[src/rtl/dpwm_duty_ctrl.sv]
// Duty-cycle controller for the DPWM path.
// Sequences the external ramp counter, accepts inc/dec duty requests into a shadow register,
// commits the shadow to the active duty at each period boundary and drives the registered
// PWM compare output.
// Optional build macro: DPWM_SOFTSTART_EN -- active duty walks one STEP per commit toward the
// shadow value instead of jumping, and SYNC starts the active duty from zero.
module dpwm_duty_ctrl #(
    parameter int unsigned WIDTH    = 10,
    parameter int unsigned STEP     = 50,
    parameter int unsigned MAX      = 1000,
    parameter int unsigned DUTY_RST = 500
) (
    input  logic             CLK,
    input  logic             reset,
    input  logic             enable,
    input  logic             inc_req,
    input  logic             dec_req,
    input  logic [WIDTH-1:0] cuenta,
    output logic             cnt_rst,
    output logic             pwm_out,
    output logic [WIDTH-1:0] duty_shadow,
    output logic [WIDTH-1:0] duty_act,
    output logic             period_tick
);

    localparam logic [WIDTH-1:0] StepV = STEP[WIDTH-1:0];
    localparam logic [WIDTH-1:0] MaxV  = MAX[WIDTH-1:0];
    localparam logic [WIDTH-1:0] RstV  = DUTY_RST[WIDTH-1:0];
    localparam logic [WIDTH:0]   StepX = STEP[WIDTH:0];
    localparam logic [WIDTH:0]   MaxX  = MAX[WIDTH:0];

    typedef enum logic [1:0] {StIdle, StSync, StRun} state_e;

    state_e           state_q, state_d;
    logic [WIDTH-1:0] shadow_q, shadow_d;
    logic [WIDTH-1:0] act_q, act_d;
    logic             pwm_q, pwm_d;
    logic             tick_q, tick_d;
    logic [WIDTH:0]   inc_sum;
    logic             commit;

    // Next state: IDLE waits for enable, SYNC lasts one cycle, RUN exits when enable drops.
    always_comb begin
        state_d = state_q;
        unique case (state_q)
            StIdle:  if (enable) state_d = StSync;
            StSync:  state_d = StRun;
            StRun:   if (!enable) state_d = StIdle;
            default: state_d = StIdle;
        endcase
    end

    // Shadow duty update; the extra bit on the sum catches overflow past MAX.
    always_comb begin
        inc_sum  = {1'b0, shadow_q} + StepX;
        shadow_d = shadow_q;
        if (inc_req && !dec_req) begin
            shadow_d = (inc_sum > MaxX) ? MaxV : inc_sum[WIDTH-1:0];
        end else if (dec_req && !inc_req) begin
            shadow_d = (shadow_q < StepV) ? '0 : shadow_q - StepV;
        end
    end

    // Active duty: loaded in SYNC and at the period boundary, using the pre-request shadow.
    always_comb begin
        commit = (state_q == StRun) && (cuenta == MaxV);
        act_d  = act_q;
`ifdef DPWM_SOFTSTART_EN
        if (state_q == StSync) begin
            act_d = '0;
        end else if (commit) begin
            if (act_q < shadow_q) begin
                act_d = ((shadow_q - act_q) > StepV) ? act_q + StepV : shadow_q;
            end else if (act_q > shadow_q) begin
                act_d = ((act_q - shadow_q) > StepV) ? act_q - StepV : shadow_q;
            end
        end
`else
        if ((state_q == StSync) || commit) begin
            act_d = shadow_q;
        end
`endif
    end

    // PWM compare and period tick; gating with enable forces the output low on the exit cycle.
    always_comb begin
        pwm_d  = (state_q == StRun) && enable && (cuenta < act_q);
        tick_d = commit;
    end

    // State and output registers with synchronous active-low reset.
    always_ff @(posedge CLK) begin
        if (!reset) begin
            state_q  <= StIdle;
            shadow_q <= RstV;
            act_q    <= RstV;
            pwm_q    <= 1'b0;
            tick_q   <= 1'b0;
        end else begin
            state_q  <= state_d;
            shadow_q <= shadow_d;
            act_q    <= act_d;
            pwm_q    <= pwm_d;
            tick_q   <= tick_d;
        end
    end

    assign cnt_rst     = (state_q != StRun);
    assign pwm_out     = pwm_q;
    assign duty_shadow = shadow_q;
    assign duty_act    = act_q;
    assign period_tick = tick_q;

endmodule
[config.mk]
export PLATFORM = sky130hd
export DESIGN_NAME = dpwm_duty_ctrl
export DESIGN_NICKNAME = d
export VERILOG_FILES = /design/src/rtl/dpwm_duty_ctrl.sv
export SDC_FILE = /design/constraint.sdc
export NUM_CORES = 1
export LEC_CHECK = 0
export CORE_MARGIN = 5
export CORE_UTILIZATION = 35
export CTS_CLUSTER_SIZE = 25
export DETAILED_ROUTE_END_ITERATION = 16
export GPL_TIMING_DRIVEN = 0
export HOLD_SLACK_MARGIN = 0.08
export MAX_ROUTING_LAYER = met4
export PLACE_DENSITY = 0.55
export SLEW_MARGIN = 20
export SYNTH_ARGS = -nofsm -noshare
export SYNTH_HDL_FRONTEND = slang
export SYNTH_SLANG_ARGS = --single-unit
[constraint.sdc]
create_clock -name CLK -period 3 [get_ports CLK]
set_input_delay 0.3 -clock CLK [delete_from_list [all_inputs] [get_ports CLK]]
set_output_delay 0.3 -clock CLK [all_outputs]
set_load 0.01 [all_outputs]
==> results by group <==
Run status
  – Status: finished, final reports clean

Setup path
  – WS Path Type: register to register
  – Worst Path Required: between 3 and 4 ns
  – Worst Path Buf+Inv: 1
  – Crit end category: register
  – Max incr delay on CP: roughly 0.6 ns
  – Cell family with most CP delay: compound AO/OA/AOI/OAI gates
  – Reg2Reg Setup Slack: between 0.5 and 0.6 ns
  – Critical-path cell list: inv_1, ha_1, nand2b_1, a21oi_1, o31ai_1, a21oi_4, nor2_2, o221a_2
  – Arr. time, crit path: roughly 2.7 ns
  – CP max FO: 10
  – CP max-delay cell: dfxtp_1
  – Critical path startpoint category: register

Final layout
  – Final Core Density: between 40% and 50%
  – Commonest cells after routing, fill and taps aside: clkdlybuf4s50_1, dfxtp_1, inv_1
  – Share of layout cells above drive strength 1: 9.88%
  – Non-filler cells, final: 297
  – Total Nets Final: 271
  – Most common cell after layout, fill and taps aside: clkdlybuf4s50_1
  – Area growth syn-to-layout: 29.4%
  – Diode count: 0

CTS
  – Clk_lat worst skew: between 0.2 and 0.3 ns
  – Maximum clock insertion buffer count: 2
  – CTS tree: built
  – CTS Sinks: 22
  – Post-CTS resize count: 0
  – Post-CTS Hold Buffers: 0
  – Clock Pin Slew Worst Setup and Hold Paths: approximately 0.09 ns
  – Post-CTS Setup Bufs: 0
  – Total CTS buffers: 3
  – H-tree depth: 1
  – CTS root buf: clkbuf_8

Timing
  – Slew Viols, Final: 0
  – Unrepaired setup endpoints after global routing: false
  – Worst Setup Slack, final: ~0.5 ns
  – Fin Clk Skew: ~0.0065 ns
  – Setup Viol. Count Final: 0
  – Slew margin rel.: between 60% and 70%
  – Post-route minimum period: about 2.5 ns
  – Final Hold Vio Count: 0
  – Final Cycle Share: 82.9%
  – Total negative slack: 0 ns
  – Least-Margin Pin Slew: between 0.5 and 0.6 ns
  – Fmax achieved: 402 MHz

Logic synthesis
  – Syn Inst Count: approximately 200
  – Synth Register Bits: 22
  – Synth area leader: dfxtp_1
  – Post-synthesis sequential area ratio: 26.8%
  – Syn Area/Cell: about 8.1 um^2
  – Commonest register cell after synthesis: dfxtp_1
  – Yosys cell types: 59
  – Post-synth top area share: 26.8%
  – Number of flops mapped to enable cells by yosys: 0
  – Ys async rst share: 0%
  – Post-synthesis instance area: between 1500 and 2000 um^2
  – Largest cells by area after synthesis: dfxtp_1, ha_1, a21oi_1
  – Total of warnings raised by yosys: 0

Drt
  – Total Wirelength: 4420 um
  – Via density: roughly 5.4
  – Final ANT Viol Nets: 0
  – Initial DRC count: around 110
  – Via Count: around 1,600
  – 1st-pass router iterations: 4
  – Post-route DRC: 0
  – Wirelength per Cell: 14.9 um

Placement
  – GPL Wtd Cong: approximately 0.85
  – Place WS: around 0.54 ns
  – Post-DP HPWL: between 3000 and 4000 um
  – Port bufs: 34
  – Placed Instances: 293

Floorplanning
  – Row cnt: 25
  – Die height: about 79 um
  – I/O pin count: 38
  – Core area: between 4000 and 5000 um^2
  – Die area: between 6000 and 7000 um^2
  – Initial Utilization: 35.5%
  – Die Wd: 78.5 um

Power
  – P_leak: 0.889 nW
  – Power, Total: 1.11 mW
  – Maximum VDD drop: approximately 0.33 mV
  – Pwr dens: 522 nW/um^2

Global route
  – Largest net degree at the start of global routing: 14
  – Global-route wire length before repair: ~7400 um
  – Initial antenna violation count: 0
  – Grt ovf: 0
  – Vias in the first global route: between 1,000 and 1,500
  – GR Util All Layers: between 15 and 20%

Job
  – Max-cap check violation count: 0

Hold path
  – HP Class: register to register
-- routing by layer --
layer | part of all wire [%] | up-vias | GRT usage [%]
met4 | 0.66 | 0 | 3.15
li1 | - | 823 | -
met3 | 5.6 | 2 | 3.78
met5 | 0 | - | -
met2 | 46 | 41 | 24.9
met1 | 48 | 752 | 18.9
-- through the flow --
step	hold WS [ns]	area (um^2)
CTS	0.442	2130
finish	0.436	2130
global route	0.467	2130
floorplan	0.410	1650
detailed placement	0.430	2060
global placement	0.424	2060
-- where the power goes --
| group | switching (mW) | internal (mW) | total, mW | leakage, nW |
|---|---|---|---|---|
| sequential | 0.0463 | 0.322 | 0.369 | 0.181 |
| combinational | 0.245 | 0.206 | 0.451 | 0.672 |
| clock | 0.111 | 0.178 | 0.290 | 0.0357 |
-- worst reg2reg max path, delay by kind of cell (launching register included) --
| kind | cells | cell delay (ns) |
|---|---|---|
| adder cells (fa/ha/maj) | 1 | 0.37 |
| buffers and inverters | 1 | 0.14 |
| AND/OR/NAND/NOR | 2 | 0.41 |
| flip-flops | 1 | 0.61 |
| AO/OA/AOI/OAI | 4 | 0.91 |
-- worst paths after layout --
kind | cells past startpoint | end | start
worst min-delay path | 1 | state_q[0] | state_q[0]
worst max-delay path | 8 | duty_shadow[9] | duty_shadow[1]
worst max register to register | 8 | duty_shadow[9] | duty_shadow[1]
worst min register to register | 1 | state_q[0] | state_q[0]
-- synth_stat cells, drive strengths merged (5+ instances only) --
cell type / n
dfxtp: 22
inv: 16
a21oi: 15
nand2: 15
nor2: 15
o21ai: 13
ha: 12
nand3: 10
clkbuf: 8
nor3: 8
buf: 6
nor2b: 5
-- layout make-up --
| class | count | area [um^2] |
|---|---|---|
| Inverter | 17 | 63.8 |
| Multi-Input combinational cell | 152 | 1070 |
| Fill cell | 471 | 2500 |
| Timing Repair Buffer | 34 | 340 |
| Buffer | 14 | 71.3 |
| Clock buffer | 3 | 41.3 |
| Tap cell | 54 | 67.6 |
| Clock inverter | 1 | 30.0 |
| Sequential cell | 22 | 440 |
-- cells by family (layout without fill, tap and decap cells) --
family                     after synthesis  in the layout  synth area share [%]
muxes                                    4              4                  2.51
DFF                                     22             22                  26.8
AOI/OAI and AO/OA                       60             60                  27.1
adders and majority gates               12             12                  9.13
xor gates and xnor gates                 1              1                 0.533
and+or+nand+nor                         73             73                  25.5
buffers and inverters                   31             69                  8.22
other                                    1              2                 0.228
-- sequential cells by signal, indices dropped and copies added (netlist names) --
register	cells
state_q	2
period_tick	1
duty_act	9
pwm_out	1
duty_shadow	9
Power figures use the tool's default switching activity.
